## config.mk

```make
export PLATFORM = sky130hd
export DESIGN_NAME = seg_display_scheduler
export DESIGN_NICKNAME = d
export VERILOG_FILES = /design/src/rtl/seg_sched_pkg.sv /design/src/rtl/seg_rr_pick.sv /design/src/rtl/seg_display_scheduler.sv
export SDC_FILE = /design/constraint.sdc
export NUM_CORES = 1
export LEC_CHECK = 0
export CAP_MARGIN = 40
export CORE_UTILIZATION = 40
export DETAILED_ROUTE_END_ITERATION = 6
export DONT_BUFFER_PORTS = 1
export GPL_TIMING_DRIVEN = 0
export PLACE_DENSITY_LB_ADDON = 0.1
export SYNTH_ARGS = -nofsm -noshare
export SYNTH_HDL_FRONTEND = slang
export SYNTH_SLANG_ARGS = --single-unit
```

## constraint.sdc

```tcl
create_clock -name Clock -period 10.1 [get_ports Clock]
set_input_delay 2.02 -clock Clock [delete_from_list [all_inputs] [get_ports Clock]]
set_output_delay 2.02 -clock Clock [all_outputs]
set_load 0.05 [all_outputs]
```

## src/rtl/seg_sched_pkg.sv

```systemverilog
// Shared definitions for the seven-segment display scheduler.
//   state_e : scheduler FSM states (idle, showing a source, blank gap)
//   DIGITS  : digit count of the display (one enable per digit)
//   DATA_W  : hex data width (4 bits per digit)
//   src_w   : width of an index into n requesters
//   cnt_w   : width of a counter that runs 0..n-1
package seg_sched_pkg;

  localparam int DIGITS = 6;
  localparam int DATA_W = 24;

  typedef enum logic [1:0] {
    ST_IDLE  = 2'd0,
    ST_SHOW  = 2'd1,
    ST_BLANK = 2'd2
  } state_e;

  function automatic int src_w(input int n);
    return (n > 1) ? $clog2(n) : 1;
  endfunction

  function automatic int cnt_w(input int n);
    return (n > 1) ? $clog2(n) : 1;
  endfunction

endpackage

```

## src/rtl/seg_rr_pick.sv

```systemverilog
// Combinational round-robin picker.
//   req    : per-source request vector
//   ptr    : index of the previous winner; search starts at ptr+1
//   onehot : one-hot winner, 0 when nobody requests
//   index  : binary winner index (0 when nobody requests)
//   valid  : at least one request present
module seg_rr_pick
  import seg_sched_pkg::*;
#(
  parameter  int NUM_SRC = 4,
  localparam int PW      = src_w(NUM_SRC)
) (
  input  logic [NUM_SRC-1:0] req,
  input  logic [PW-1:0]      ptr,
  output logic [NUM_SRC-1:0] onehot,
  output logic [PW-1:0]      index,
  output logic               valid
);

  // Walk the candidates from farthest to nearest so the nearest requester
  // after ptr is the last one written and therefore wins.
  always_comb begin
    onehot = '0;
    index  = '0;
    valid  = 1'b0;
    for (int k = NUM_SRC; k >= 1; k--) begin
      if (req[(int'(ptr) + k) % NUM_SRC]) begin
        onehot = '0;
        onehot[(int'(ptr) + k) % NUM_SRC] = 1'b1;
        index  = PW'((int'(ptr) + k) % NUM_SRC);
        valid  = 1'b1;
      end
    end
  end

endmodule

```

## src/rtl/seg_display_scheduler.sv

```systemverilog
// Time-shares a 6-digit seven-segment display between NUM_SRC requesters.
// Sources are granted round-robin for HOLD_TICKS scan ticks, separated by a
// blank gap of BLANK_TICKS scan ticks. Also generates the scan-enable tick.
//   Clock, Reset   : clock, synchronous active-high reset
//   Req            : per-source level request
//   SrcData        : source i hex data at [24*i +: 24]
//   SrcEnables     : source i digit enables at [6*i +: 6]
//   Lock           : keep the current owner; suppresses slot expiry only
//   Grant          : one-hot owner, 0 when none
//   Data           : registered data of the owner (holds during blank/idle)
//   DisplayEnables : registered enables of the owner, 0 while blank/idle
//   ScanTick       : one-cycle strobe every TICK_DIV cycles
//   Active         : 1 while a source is being shown
module seg_display_scheduler
  import seg_sched_pkg::*;
#(
  parameter int NUM_SRC     = 4,
  parameter int TICK_DIV    = 50000,
  parameter int HOLD_TICKS  = 1000,
  parameter int BLANK_TICKS = 2
) (
  input  logic                      Clock,
  input  logic                      Reset,
  input  logic [NUM_SRC-1:0]        Req,
  input  logic [NUM_SRC*DATA_W-1:0] SrcData,
  input  logic [NUM_SRC*DIGITS-1:0] SrcEnables,
  input  logic                      Lock,
  output logic [NUM_SRC-1:0]        Grant,
  output logic [DATA_W-1:0]         Data,
  output logic [DIGITS-1:0]         DisplayEnables,
  output logic                      ScanTick,
  output logic                      Active
);

  localparam int PW = src_w(NUM_SRC);
  localparam int TW = cnt_w(TICK_DIV);
  localparam int HW = cnt_w(HOLD_TICKS);
  localparam int BW = cnt_w(BLANK_TICKS);

  state_e               state_q, state_d;
  logic [TW-1:0]        presc_q, presc_d;
  logic                 tick_q, tick_d;
  logic [HW-1:0]        slot_q, slot_d;
  logic [BW-1:0]        blank_q, blank_d;
  logic [PW-1:0]        ptr_q, ptr_d;
  logic [NUM_SRC-1:0]   grant_q, grant_d;
  logic [DATA_W-1:0]    data_q, data_d;
  logic [DIGITS-1:0]    en_q, en_d;

  logic [NUM_SRC-1:0]   pick_onehot;
  logic [PW-1:0]        pick_index;
  logic                 pick_valid;
  logic                 expire;

  seg_rr_pick #(.NUM_SRC(NUM_SRC)) u_pick (
    .req    (Req),
    .ptr    (ptr_q),
    .onehot (pick_onehot),
    .index  (pick_index),
    .valid  (pick_valid)
  );

  // Free-running prescaler; the tick is registered so it appears on the
  // cycle after the count reaches TICK_DIV-1.
  always_comb begin
    presc_d = (presc_q == TW'(TICK_DIV - 1)) ? '0 : presc_q + TW'(1);
    tick_d  = (presc_q == TW'(TICK_DIV - 1));
  end

  always_comb begin
    state_d = state_q;
    slot_d  = slot_q;
    blank_d = blank_q;
    ptr_d   = ptr_q;
    grant_d = grant_q;
    data_d  = data_q;
    en_d    = '0;
    expire  = 1'b0;

    case (state_q)
      ST_IDLE: begin
        if (pick_valid) begin
          state_d = ST_SHOW;
          grant_d = pick_onehot;
          ptr_d   = pick_index;
          slot_d  = '0;
        end
      end

      ST_SHOW: begin
        // ptr_q always names the current owner while showing.
        data_d = SrcData[int'(ptr_q)*DATA_W +: DATA_W];
        expire = tick_q && (slot_q == HW'(HOLD_TICKS - 1)) && !Lock;
        if (!Req[ptr_q] || expire) begin
          // Enables drop together with Grant so blank never shows digits.
          state_d = ST_BLANK;
          grant_d = '0;
          blank_d = '0;
        end else begin
          en_d = SrcEnables[int'(ptr_q)*DIGITS +: DIGITS];
          // Saturates at the last slot tick; only reachable under Lock.
          if (tick_q && (slot_q != HW'(HOLD_TICKS - 1))) begin
            slot_d = slot_q + HW'(1);
          end
        end
      end

      ST_BLANK: begin
        if (tick_q) begin
          if (blank_q == BW'(BLANK_TICKS - 1)) begin
            if (pick_valid) begin
              state_d = ST_SHOW;
              grant_d = pick_onehot;
              ptr_d   = pick_index;
              slot_d  = '0;
            end else begin
              state_d = ST_IDLE;
            end
          end else begin
            blank_d = blank_q + BW'(1);
          end
        end
      end

      default: begin
        state_d = ST_IDLE;
        grant_d = '0;
      end
    endcase
  end

  always_ff @(posedge Clock) begin
    if (Reset) begin
      state_q <= ST_IDLE;
      presc_q <= '0;
      tick_q  <= 1'b0;
      slot_q  <= '0;
      blank_q <= '0;
      ptr_q   <= PW'(NUM_SRC - 1);
      grant_q <= '0;
      data_q  <= '0;
      en_q    <= '0;
    end else begin
      state_q <= state_d;
      presc_q <= presc_d;
      tick_q  <= tick_d;
      slot_q  <= slot_d;
      blank_q <= blank_d;
      ptr_q   <= ptr_d;
      grant_q <= grant_d;
      data_q  <= data_d;
      en_q    <= en_d;
    end
  end

  assign Grant          = grant_q;
  assign Data           = data_q;
  assign DisplayEnables = en_q;
  assign ScanTick       = tick_q;
  assign Active         = (state_q == ST_SHOW);

endmodule

```

# Yosys cells after proc, flatten, opt, wreduce, memory -nomap -nowiden
# Cells that the tools add are included.
[word_totals]
ff_bits = 66
inputBits = 127
out_inout_bits = 36
wordCells = 129
[classes]
n_addsub = 7
n_mul = 2
n_lt_le_gt_ge = 9
eq_ne = 11
shift = 2
n_mux = 59
bitwise = 5
reduce_logical = 25
[ops]
columns = ["cell", "count"]
rows = [
  ["96-bit by 8-bit indexed part select with 24-bit output", 1],
  ["10-bit 2-to-1 mux", 5],
  ["4-bit 2-to-1 mux", 8],
  ["10-bit case mux with 3 select lines", 1],
  ["24-bit by 6-bit indexed part select with 6-bit output", 1],
  ["2-bit 2-to-1 mux", 11],
  ["1-bit 2-to-1 mux", 21],
  ["16-bit by 1-bit adder with 16-bit output, second input constant", 1],
  ["16-bit equality test, second input constant", 1],
  ["3-bit by 4-bit less-than comparator with 1-bit output, second input constant", 4],
  ["3-bit by 1-bit >= comparator with 1-bit output, second input constant", 4],
  ["4-bit case mux with 3 select lines", 1],
  ["10-bit by 1-bit adder with 10-bit output, second input constant", 1],
  ["1-bit binary-select mux with 2-bit select", 5],
  ["10-bit equality test, second input constant", 1],
  ["10-bit inequality test, second input constant", 1],
  ["2-bit OR reduction", 5],
  ["3-bit AND reduction", 3],
  ["1-bit demux with 2-bit select", 4],
  ["2-bit by 2-bit multiplier with 4-bit output, second input constant", 2],
  ["2-bit inequality test, second input constant", 4],
  ["1-bit logical AND", 7],
  ["2-bit case mux with 3 select lines", 1],
  ["5-bit AND reduction", 1],
  ["18 further kinds", 26],
]

# Longest topological paths before layout
# Gate-level depths: netlist of run 1.
[depth]
word_depth = 15
depth_mapped = 10
ltp_nobuf = 7

# By module
# A second synthesis of run 1 with hierarchy kept.
[unflattened]
hier_cells = 422
area_unflattened_um2 = 3917.5
[modules_own_cells]
columns = ["module", "instances", "cells_per_inst", "area_each_um2", "seq_area_each_um2"]
rows = [
  ["seg_display_scheduler", 1, 353, 3383.2, 1321.3],
  ["seg_rr_pick", 1, 69, 534.3, 0.0],
]

# Worst setup path before layout of run 1
# Ideal clock, no wire load.
[synth_path]
kind = "input-to-reg"
start = "input port Req[3]"
end = "register slot_q[6]"
setup_ps = 88
arrival_time_ps = 3644
t_required_ps = 10012
path_slack_ps = 6368
stages = 5
path_buffers = 0
path_cell_list = "mux4_2 > or4_4 > a21oi_4 > nor2_2 > a311oi_2"
[synth_via]
elab_chain_cells = 11
elab_cells_between_ends = 26
cone_classes = "eq/ne (1); mux (22); reduce/logical (3)"
[synth_lines]
columns = ["item", "line_no", "text"]
rows = [
  ["start, declared", "seg_display_scheduler.sv:24", "input logic [NUM_SRC-1:0] Req,"],
  ["1-bit binary-select mux with 2-bit select", "seg_rr_pick.sv:27", "if (req[(int'(ptr) + k) % NUM_SRC]) begin"],
  ["1-bit 2-to-1 mux (not written as such) (2 in a row)", "seg_rr_pick.sv:27", ""],
  ["1-bit 2-to-1 mux (4 in a row)", "seg_rr_pick.sv:27", ""],
  ["10-bit 2-to-1 mux (3 in a row)", "-", ""],
  ["10-bit case mux with 3 select lines", "-", ""],
  ["end signal, assigned", "seg_display_scheduler.sv:147", "slot_q <= slot_d;"],
  ["end, declared", "seg_display_scheduler.sv:43", "logic [HW-1:0] slot_q, slot_d;"],
]
# Several ways; a longest one is shown, not always the timed one. The select of a mux whose other input is x is not followed.
# A chain may end at the register's enable or synchronous reset.

# Final worst setup path of run 1
[layout_path]
start = "register state_q[1]"
end = "output port Active"
[layout_via]
elab_chain_cells = 1
[layout_lines]
columns = ["item", "line_no", "text"]
rows = [
  ["start, declared", "seg_display_scheduler.sv:40", "state_e state_q, state_d;"],
  ["start signal, assigned", "seg_display_scheduler.sv:144", "state_q <= state_d;"],
  ["2-bit by 1-bit equality test with 1-bit output", "seg_display_scheduler.sv:160", "assign Active = (state_q == ST_SHOW);"],
  ["end, declared", "seg_display_scheduler.sv:32", "output logic Active"],
]
# Every way passes these cells.

==> out/summary.md, run 1 <==
In this run the core area contains 34 standard-cell rows. At the end of the flow, the number of nets in the layout was 539. The global-route total usage across every layer was 0.214; the overall overflow remaining after global route was 0.

Of all cell types, the one taking the most synthesized area is sky130_fd_sc_hd__dfxtp_1. The cts-stage hold buffer count is 0, and the fraction of final layout cells sized beyond drive strength 1 is 0.150. After filler insertion, the fill cell instance count of the layout stands at 862. The placeable core area was 8890 um2.

After synthesis, the most frequently instantiated cells are 66 x sky130_fd_sc_hd__dfxtp_1, 63 x sky130_fd_sc_hd__nand2_1, 36 x sky130_fd_sc_hd__a21oi_1. Yosys attributes the largest share of cell area to sky130_fd_sc_hd__dfxtp_1 35%, sky130_fd_sc_hd__mux4_2 21%, sky130_fd_sc_hd__nand2_1 6.3%, sky130_fd_sc_hd__a21oi_1 4.8%, sky130_fd_sc_hd__ha_1 3.0%. For this design the ratio of total power to cell area is 290 nW/um2.

Setup violations remaining at the end of the flow were counted as 0. At the pin with the least slew margin, the transition time is 730 ps. After synthesis, the netlist uses 51 different library cells. The number of detailed-routing iterations run before antenna repair was 4; the overall power was 1.19 mW. The die outline width is 98.6 um. Counting flops with a built-in enable in the synthesized netlist gives 0.

The tools report the static leakage as 1.46 nW. The layout-stage area growth over the synthesis result came out at 10.0%. Share of async-settable or async-resettable flops after synthesis: 0.

Clock transition at the register clock pins on the worst setup and hold paths after CTS: 80 ps. The run gives 0 as the initial antenna violation count. The count of endpoints failing hold in the final timing report was 0. Before CTS, the worst setup slack after placement is 6190 ps. For this block, wires on met1 add up to 4150 um. The logs give 0 for the DRC violations left and 0 for the max-capacitance violation count. For the minimum setup slack in the final design, the log shows 6070 ps. After detailed routing, no signal wire sits above met4.

The logs give 3730 um2 for the mapped cell area and 248 MHz for the highest clock rate. Of all nets on the critical path, the largest fanout is 8. Effective utilization at floorplan: 0.420.

The share of Yosys cell area claimed by the top area cell type works out to 0.354. The clock latency reported for the late side of the worst-skew pair is 350 ps, and the via count of the first global-routing pass is 3,137. The antenna diode count is 0. The path category of the worst min-delay check was flip-flop to flip-flop. The clock passes through at most 2 buffers. Post-CTS timing repair inserted 0 buffers for setup.

Setup repair after global routing left no endpoint under its margin. The top-level port count was 163; the detailed-route wire length per cell was 19.2 um. In the routed layout, each cell is associated on average with a via count of 5.80.

Summed over all layers, the routed wires come to 9930 um. The number of H-tree levels is 3, and the number of DRC markers in iteration 0 is 109. Wire segments on met3 add up to 674 um in the final route.

The share of the clock period used by the worst path was 0.399; the number of buffers created by CTS was 9. Post-CTS repair changed the size of 0 cells. The logs give 449 ps for the worst-case hold slack and 9720 um2 for the area of the die. For the clock tree skew after final layout, the log shows 6.49 ps. Buffers placed on the I/O ports in this run total 0. The cell count after synthesis came out at 391. Once detail routing completed, the nets flagged for antenna violations numbered 0. The die is 98.6 um tall.

Number of sinks on the clock net: 66. After the flow finishes, the layout carries non-filler instances totaling 516. The smallest clock period supported by the final layout is computed as 4030 ps. The routability congestion estimate from global placement was 0.829; the arrival time of the worst setup path was 2010 ps. The flow ran to the end, and the final reports show no timing, DRC or antenna violations.

By startpoint and endpoint, the worst setup path is classified as flip-flop to output port. For the post-detailed-placement half-perimeter wirelength, the log shows 7670 um. The tools report the number of nets produced by synthesis as 527. Leading register cell type out of synthesis: sky130_fd_sc_hd__dfxtp_1. TritonCTS built the clock tree. The run gives 16,100 um as the first-pass GRT wire length. The worst-case IR drop observed on VDD is 0.137 mV. For this block, the via count after detailed routing is 2,995. In the post-synthesis netlist, the cell with the most instances is sky130_fd_sc_hd__dfxtp_1.

Largest net degree at the start of global routing: 13. Critical path launch point type: a flip-flop. The max-slew headroom at the worst pin is 0.514, and the data required time at the worst endpoint is 8080 ps. STA classifies the critical path endpoint as an output port. The final total negative setup slack was 0 ps. The tools report the buffer type at the clock tree root as sky130_fd_sc_hd__clkbuf_8. The fraction of the yosys area taken by sequential cells came out at 0.354. The logs give 4960 um for the length of routed met2 wiring and 500 for the number of placed instances, taps included. After synthesis the netlist holds a flip-flop and latch count of 66. The average cell area after synthesis was 9.54 um2.

The count of final max-slew check failures is 0, and the number of warnings printed during yosys synthesis is 0.
## metrics by stage
step | util | area, um2
5_1_grt | 0.461 | 4100
3_5_place_dp | 0.436 | 3880
6_report | 0.461 | 4100
4_1_cts | 0.461 | 4100
2_1_floorplan | - | 3730
3_3_place_gp | 0.435 | 3860
## cell type report
| type | count | area (um2) | area share |
|---|---|---|---|
| multi-input cells | 286 | 2250 | 0.549 |
| repair buffers | 1 | 11.3 | 0.00274 |
| clock buffers | 10 | 138 | 0.0335 |
| clock inverters | 6 | 88.8 | 0.0217 |
| flip-flops and latches | 66 | 1320 | 0.322 |
| well taps | 108 | 135 | 0.0329 |
| plain buffers | 23 | 96.3 | 0.0235 |
| inverters | 16 | 60.1 | 0.0146 |
## logic make-up after synthesis
logic type	Yosys count	synth area share
AO/OA/AOI/OAI	77	0.137
XOR/XNOR	15	0.0352
adder cells (fa/ha/maj)	9	0.0302
buffers and inverters	39	0.0419
flip-flops	66	0.354
multiplexers	40	0.221
AND/OR/NAND/NOR	145	0.180
## power breakdown
part	internal (mW)	leakage [nW]	switching, mW	total [mW]
registers	0.306	0.537	0.171	0.477
clock network	0.146	0.109	0.110	0.256
logic	0.204	0.816	0.253	0.457
total	0.656	1.46	0.534	1.19
## final timing paths
path	startpoint	end	slack, ps	cells after the start
hold / removal	presc_q[0]	presc_q[0]	450	1
setup / recovery	state_q[1]	Active	6070	5
setup reg to reg	ptr_q[0]	slot_q[6]	6300	9
hold reg to reg	presc_q[0]	presc_q[0]	450	1
## worst max-delay path, cell delays in order, from the launching register on
cell	delay, ps
sky130_fd_sc_hd__dfxtp_1	410
sky130_fd_sc_hd__nand2b_1	130
sky130_fd_sc_hd__clkbuf_1	360
sky130_fd_sc_hd__clkinv_1	370
sky130_fd_sc_hd__clkbuf_1	220
sky130_fd_sc_hd__buf_6	180
## flip-flops by register name, summed over array words and instances (netlist names)
signal / count
slot_q: 10
Grant: 4
blank_q: 1
state_q: 2
Data: 24
ScanTick: 1
ptr_q: 2
DisplayEnables: 6
presc_q: 16
## routing by layer
metal | vias to the layer above | GRT usage
li1 | 1462 | -
met3 | 11 | 0.0504
met2 | 111 | 0.367
met4 | 0 | 0.0918
met5 | - | 0
met1 | 1411 | 0.257
## cell usage in the layout (no fill, tap or decap), types with 4 or more instances in the layout
cell                        n
sky130_fd_sc_hd__nor2_1    28
sky130_fd_sc_hd__clkbuf_1  18
sky130_fd_sc_hd__ha_1       9
sky130_fd_sc_hd__o21ai_1    8
sky130_fd_sc_hd__nor2b_1    4
sky130_fd_sc_hd__clkbuf_8  10
sky130_fd_sc_hd__mux4_2    34
sky130_fd_sc_hd__nand4_1    5
sky130_fd_sc_hd__nand3_1   11
sky130_fd_sc_hd__a21oi_1   36
sky130_fd_sc_hd__mux2i_1    6
sky130_fd_sc_hd__xor2_1     4
sky130_fd_sc_hd__inv_1     15
sky130_fd_sc_hd__and3_1    12
sky130_fd_sc_hd__nand2_1   63
sky130_fd_sc_hd__o311ai_1   4
sky130_fd_sc_hd__dfxtp_1   66
sky130_fd_sc_hd__xnor2_1   11
sky130_fd_sc_hd__nor3_1     6
Note: power is estimated with default switching activity, not from simulation.
==> inputs of run 2 (changes only) <==
==> constraint.sdc (replaced) <==
create_clock -name Clock -period 3.5 [get_ports Clock]
set_input_delay 0.7 -clock Clock [delete_from_list [all_inputs] [get_ports Clock]]
set_output_delay 0.7 -clock Clock [all_outputs]
set_load 0.05 [all_outputs]
==> run 2 against run 1 <==
Net effect: sequential cell count did not move; sequential share of layout area about the same; final cell count unchanged; combinational power rose to 2.9 times the previous value; critical path depth increased by 4; worst hold slack hardly changed; first-iteration DRC count decreased by 23%; power grew to 2.9 times the previous value; global-route usage did not move; critical path type is now flip-flop to flip-flop; routed wire length increased by 0.49%.
==> out/summary.md, run 2 (synthesis results as in run 1) <==
The run finished with clean final reports. In this run the static leakage power is 1.47 nW. For the worst setup path, the data required time is 3760 ps. Clock tree synthesis found a total of 66 sinks. After floorplanning, the core was divided into 34 placement rows. The total overflow left after global routing is 0. The worst register-to-register path has a depth of 9. The layout net count came out at 539. The detailed router finished its first iteration with 84 violations. The startpoint identified for the worst register-to-register timing path is ptr_q[1].

Power spread over the standard cell area amounts to 837 nW/um2. The number of vias per cell is 5.84. In the layout the commonest cells are 65 x sky130_fd_sc_hd__dfxtp_1, 63 x sky130_fd_sc_hd__nand2_1, 36 x sky130_fd_sc_hd__a21oi_1. In this run the most critical hold path is launched from presc_q[0]. The setup path with the least slack is of type flip-flop to flip-flop.

The power share of the sequential group is 0.400, and the length of routed met2 wiring is 4990 um. The part of the power in the clock network is 0.215. In the final routed layout, each cell accounts on average for 19.3 um.

The logs give 9980 um for the total detailed-routing wirelength and 0 for the final-report setup violation count. Clock latency on the worst-skew pair, taken at its later pin, is 350 ps. The min-delay analysis places its worst path in the category flip-flop to flip-flop. Core utilization of the finished layout: 0.462. TritonCTS built the clock tree. Internal power comes to 1.90 mW.

In this run, placement finished with an instance count of 500. The top-level port count is 163. Compared with the post-synthesis result, the final layout area differs by 10.2%. The effective utilization at floorplan came out at 0.420. The fraction of final layout cells sized beyond drive strength 1 was 0.159. For the clock tree skew after final layout, the log shows 6.72 ps. The congestion estimate from routability-driven global placement came to 0.829. The initial antenna violation count was 0; the minimum clock period after layout was 3320 ps.

Setup repair after global routing left no endpoint under its margin. On the final layout, the worst hold slack is 449 ps. The floorplan step defined a die boundary enclosing 9720 um2. The pre-antenna-repair detailed-routing pass consisted of 4 iterations. The detail route stage leaves a number of antenna-violating nets equal to 0. The final cell count without fillers is 516. For the pin with the worst max-slew slack, the measured transition is 721 ps. The count of port buffers added during placement was 0. The maximum fanout count along the critical path works out to 10. The flip-flop count of the largest register, all copies and words added is 24, and the buffers inserted during post-CTS setup optimization is 0.

The share of the clock period used by the worst path was 0.950; the via count of the first global-routing pass was 3,145. IR analysis of the VDD net gives a maximum drop of 0.394 mV. The max-slew headroom at the worst pin was 0.520.

For this run, design rule violations remaining after detail routing come to 0. The run gives 13 as the largest net degree at the start of global routing. The height of the chip is 98.6 um, and the count of final max-slew check failures is 0. The number of stages on the worst hold path works out to 1. After clock tree synthesis, the clock-pin slew on the worst setup and hold paths is 80 ps. The highest clock rate is 301 MHz. Proportion of power drawn by combinational gates: 0.385. The arrival time of the worst setup path was 3590 ps; the post-detailed-placement half-perimeter wirelength was 7670 um. The tools report the end point of the worst hold path as presc_q[0]. The repair_antennas step left the layout with diodes totalling 0. The tools report the global-route total usage across every layer as 0.214. For this design the total switching power over the nets is 1.54 mW.

The critical path launch point type is a flip-flop. Wire segments on met3 add up to 694 um in the final route. Clock tree synthesis inserted a total of 9 buffers. The first global-routing pass estimated 16,100 um of wire.

For the final routed database, the setup TNS stands at 0 ps. The uppermost metal layer occupied by signal nets was met4. In this run the deepest clock path goes through 2 buffers. The switching portion of total power is 0.448, and the max-capacitance violation count is 0. For this block, wires on met1 add up to 4140 um.

The die is 98.6 um wide. The run gives 0 as the count of endpoints failing hold in the final timing report. The endpoint identified for the worst register-to-register timing path is slot_q[6].

STA classifies the critical path endpoint as a flip-flop. The final route contains 3,016 vias. CTS placed an instance of sky130_fd_sc_hd__clkbuf_8 at the clock tree root.

The most common cell after layout, fill and taps aside was sky130_fd_sc_hd__dfxtp_1. The floorplan step defined a core boundary enclosing 8890 um2. The H-tree generated during clock tree synthesis spans 3 levels. Across all register-to-register paths, the minimum setup slack is 180 ps.
-- run 2: changes by cell type in the layout (fill, tap and decap cells not counted) --
cell	change
sky130_fd_sc_hd__clkbuf_1	-2
sky130_fd_sc_hd__buf_1	-1
sky130_fd_sc_hd__buf_2	+1
sky130_fd_sc_hd__clkbuf_2	+1
sky130_fd_sc_hd__clkbuf_4	+1
sky130_fd_sc_hd__dfxtp_1	-1
sky130_fd_sc_hd__dfxtp_2	+1
-- run 2: repair_timing --
action	4_1_cts	5_1_grt
hold buffers	0	0
gates resized for setup	3	3
setup endpoints to repair	16	11
hold endpoints to repair	0	0
cloned	0	0
-- run 2: critical path, cell delays in order, from the launching register on --
cell and delay, ps:
sky130_fd_sc_hd__dfxtp_1 400, sky130_fd_sc_hd__clkbuf_2 270, sky130_fd_sc_hd__buf_2 310, sky130_fd_sc_hd__inv_1 140
sky130_fd_sc_hd__ha_1 380, sky130_fd_sc_hd__mux4_2 530, sky130_fd_sc_hd__or4_4 550, sky130_fd_sc_hd__a21oi_4 280
sky130_fd_sc_hd__nor2_2 110, sky130_fd_sc_hd__a311oi_2 270
-- run 2: how the worst max path moves through the flow --
| stage | from | endpoint | cells after the start |
|---|---|---|---|
| 4_1_cts | ptr_q[0] | slot_q[6] | 9 |
| 6_report | ptr_q[1] | slot_q[6] | 9 |
| 3_3_place_gp | ptr_q[0] | slot_q[6] | 9 |
| 3_5_place_dp | ptr_q[0] | slot_q[6] | 9 |
| 2_1_floorplan | ptr_q[0] | slot_q[6] | 9 |
| 5_1_grt | ptr_q[1] | slot_q[6] | 9 |
-- run 2: metrics by stage --
step	total power, mW	setup WS, ps	area, um2
after floorplan	2.42	193	3730
after global placement	2.68	-301	3860
after detailed placement	2.71	-306	3880
after CTS	3.46	9.04	4110
after global routing	3.65	24.0	4110
final	3.44	176	4110
-- run 2: cell type report --
type	count	area, um2
plain buffers	23	103
clock buffers	10	138
clock inverters	6	88.8
fillers	865	4780
inverters	16	60.1
multi-input cells	286	2250
flip-flops and latches	66	1320
well taps	108	135
repair buffers	1	11.3
-- run 2: power by group through the flow --
stage          Clock, mW  Sequential (mW)  Combinational, mW
2_1_floorplan          0             1.35               1.06
3_3_place_gp           0             1.40               1.29
3_5_place_dp           0             1.40               1.31
4_1_cts            0.756             1.38               1.32
5_1_grt            0.789             1.40               1.46
6_report           0.740             1.38               1.32
-- run 2: layer usage --
layer	up-vias	global-route usage
met4	0	0.0930
met3	11	0.0518
met2	108	0.367
li1	1463	-
met1	1434	0.256
met5	-	0
==> inputs of run 3 (changes only) <==
--- a/config.mk
+++ b/config.mk
@@ -11,6 +11,8 @@
 export DONT_BUFFER_PORTS = 1
 export GPL_TIMING_DRIVEN = 0
 export PLACE_DENSITY_LB_ADDON = 0.1
+export SKIP_LAST_GASP = 1
+export SLEW_MARGIN = 20
 export SYNTH_ARGS = -nofsm -noshare
 export SYNTH_HDL_FRONTEND = slang
 export SYNTH_SLANG_ARGS = --single-unit
==> run 3 against run 2 <==
Net effect: highest routed layer unchanged; critical path type unchanged; via count rose by 0.93%; routed wire length fell by 0.29%; sequential power barely moved; first-iteration DRC count rose by 13%; worst hold slack barely moved; sequential share of layout area rose by 0.13 points; setup slack got worse by 9.1 ps; global-route usage barely moved; fmax fell by 0.27%; cell area fell by 0.40%; die area did not move; non-clock buffer count did not move.
==> out/summary.md, run 3 (synthesis results as in run 1) <==
Layout net count: 539. In the layout the commonest cells are 65 x sky130_fd_sc_hd__dfxtp_1, 63 x sky130_fd_sc_hd__nand2_1, 36 x sky130_fd_sc_hd__a21oi_1. Data arrives at the worst endpoint at 3600 ps. Category of the most critical setup path: flip-flop to flip-flop.

Cell occurring most often along the worst timing path: sky130_fd_sc_hd__clkbuf_2. The placeable core area is 8890 um2, and the clock transition at the register clock pins on the worst setup and hold paths after CTS is 80 ps. The DRC violations left was 0. STA classifies the critical path startpoint as a flip-flop. For the max-slew headroom at the worst pin, the log shows 0.541. The buffer type at the clock tree root is sky130_fd_sc_hd__clkbuf_8. Vias after detailed routing: 3,044.

In this run the core area contains 34 standard-cell rows. For this block, the initial DRC count from the detailed router was 95. The largest single stage delay on the critical path is 550 ps. The maximum fanout count along the critical path works out to 10. For the register-to-register setup slack, the log shows 170 ps. Max-cap violations in this run came to 0. For this run, the top clock speed supported by timing is 300 MHz. For the data required time at the worst endpoint, the log shows 3770 ps. The worst IR drop on VDD was 0.453 mV; the first-pass GRT wire length was 16,100 um. TritonCTS built the clock tree. The final standard cell area without fillers was 4090 um2.

Number of nets with antenna violations after detailed routing: 0. Walking the worst path, the cells encountered are clkbuf_2 > clkbuf_2 > inv_1 > ha_1 > mux4_2 > or4_4 > a21oi_4 > nor2_2 > a311oi_2. The fraction of final layout cells sized beyond drive strength 1 is 0.159. Path category of the worst min-delay check: flip-flop to flip-flop. The flip-flop count of the largest register, all copies and words added was 24.

After detailed routing, the number of vias per cell comes to 5.90. The detailed-route wire length per cell was 19.3 um; the largest net degree at the start of global routing was 13. The number of antenna diodes in the final layout is 0. The clock latency reported for the late side of the worst-skew pair is 350 ps.

The analysis attributes to cell leakage a power of 1.46 nW. Setup repair after global routing left no endpoint under its margin. The number of buffers and inverters on the critical path was 3; the number of sinks on the clock net was 66.

The H-tree generated during clock tree synthesis spans 3 levels. Grouping stages by cell kind, the critical path spends the most delay in buffers and inverters. The run gives 7690 um as the post-detailed-placement half-perimeter wirelength.

Compared with the post-synthesis result, the final layout area differs by 9.76%. After layout, the minimum clock period comes to 3330 ps. Input and output buffers added on the ports amount to 0.

The routability congestion estimate from global placement was 0.829; the via count of the first global-routing pass was 3,150. Clock tree skew after final layout: 16.5 ps. The slowest stage cell on the critical path was sky130_fd_sc_hd__or4_4. For this design the ratio of total power to cell area is 826 nW/um2.

The most common cell after layout, fill and taps aside is sky130_fd_sc_hd__dfxtp_1. The overall power came out at 3.38 mW. The count of final max-slew check failures is 0.

Total detailed-routing wirelength: 9950 um. Summed over all failing endpoints, the final setup total negative slack is 0 ps. The initial antenna violation count is 0, and the final-report setup violation count is 0.

The logs give 0 for the count of endpoints failing hold in the final timing report and 0.214 for the global-route total usage across every layer. The share of the clock period used by the worst path was 0.952; the number of buffers created by CTS was 9. The first detailed-routing pass ran for 4 iterations. The die is 98.6 um wide. The run gives 0.420 as the effective utilization at floorplan.

The clock passes through at most 2 buffers. The tools report the overall overflow remaining after global route as 0. The endpoint type of the worst setup path was a flip-flop. For the top-level port count, the log shows 163. The die is 98.6 um tall. The logs give 3880 um2 for the instance area after placement and 9720 um2 for the area of the die. The run finished with clean final reports. For the pin with the worst max-slew slack, the measured transition is 689 ps.
run 3: changes by cell type in the layout (fill, tap and decap cells not counted):
cell                         previous run  this run
sky130_fd_sc_hd__clkinv_2               1         0
sky130_fd_sc_hd__clkbuf_8              10        11
sky130_fd_sc_hd__clkinvlp_4             2         3
sky130_fd_sc_hd__clkbuf_4               1         0
sky130_fd_sc_hd__bufinv_16              2         1
sky130_fd_sc_hd__clkbuf_2               1         2
run 3: path summary, 6_finish.rpt:
kind / startpoint / to / cells after the start
worst max-delay path: ptr_q[1] / slot_q[6] / 9
worst min-delay path: presc_q[0] / presc_q[0] / 1
worst max register to register: ptr_q[1] / slot_q[6] / 9
worst min register to register: presc_q[0] / presc_q[0] / 1
run 3: cell type report:
cell class,count,area [um2]
Buffer,23,100
Clock buffer,11,151
Clock inverter,5,61.3
Fill cell,863,4800
Inverter,16,60.1
Multi-Input combinational cell,286,2250
Sequential cell,66,1320
Tap cell,108,135
Timing Repair Buffer,1,11.3
run 3: timing repair:
item | 4_1_cts | 5_1_grt
setup endpoints to repair | 16 | 5
buffers inserted | 0 | 0
pin swaps | 0 | 0
resized for setup | 3 | 1
hold buffers | 0 | 0
run 3: stage by stage:
stage               cells  hold WS [ps]  utilization  setup WS [ps]
CTS                   516           455        0.460           41.4
finish                516           449        0.460            167
global route          516           497        0.460           3.19
detailed placement    500           442        0.436           -307
floorplan             391           418            -            193
global placement      499           433        0.435           -301
run 3: worst register-to-register path: cells and delay by family, from the launching register on:
| family | cells | cell delay [ps] |
|---|---|---|
| and+or+nand+nor | 2 | 650 |
| adders and majority gates | 1 | 390 |
| AOI/OAI and AO/OA | 2 | 540 |
| DFF | 1 | 400 |
| buffers and inverters | 3 | 740 |
| muxes | 1 | 530 |
run 3: where the power goes:
| part | internal (mW) | total (mW) | leakage [nW] | switching (mW) |
|---|---|---|---|---|
| Sequential | 0.884 | 1.38 | 0.537 | 0.494 |
| Clock | 0.370 | 0.688 | 0.0982 | 0.318 |
| Combinational | 0.591 | 1.31 | 0.823 | 0.724 |
| Total | 1.84 | 3.38 | 1.46 | 1.54 |
run 3: layer usage:
| metal | vias to the layer above | track usage | routed length (um) |
|---|---|---|---|
| met4 | 0 | 0.0620 | 126 |
| met5 | - | 0 | 0 |
| met3 | 14 | 0.0752 | 852 |
| met1 | 1428 | 0.242 | 3930 |
| met2 | 134 | 0.380 | 5040 |
| li1 | 1468 | - | - |
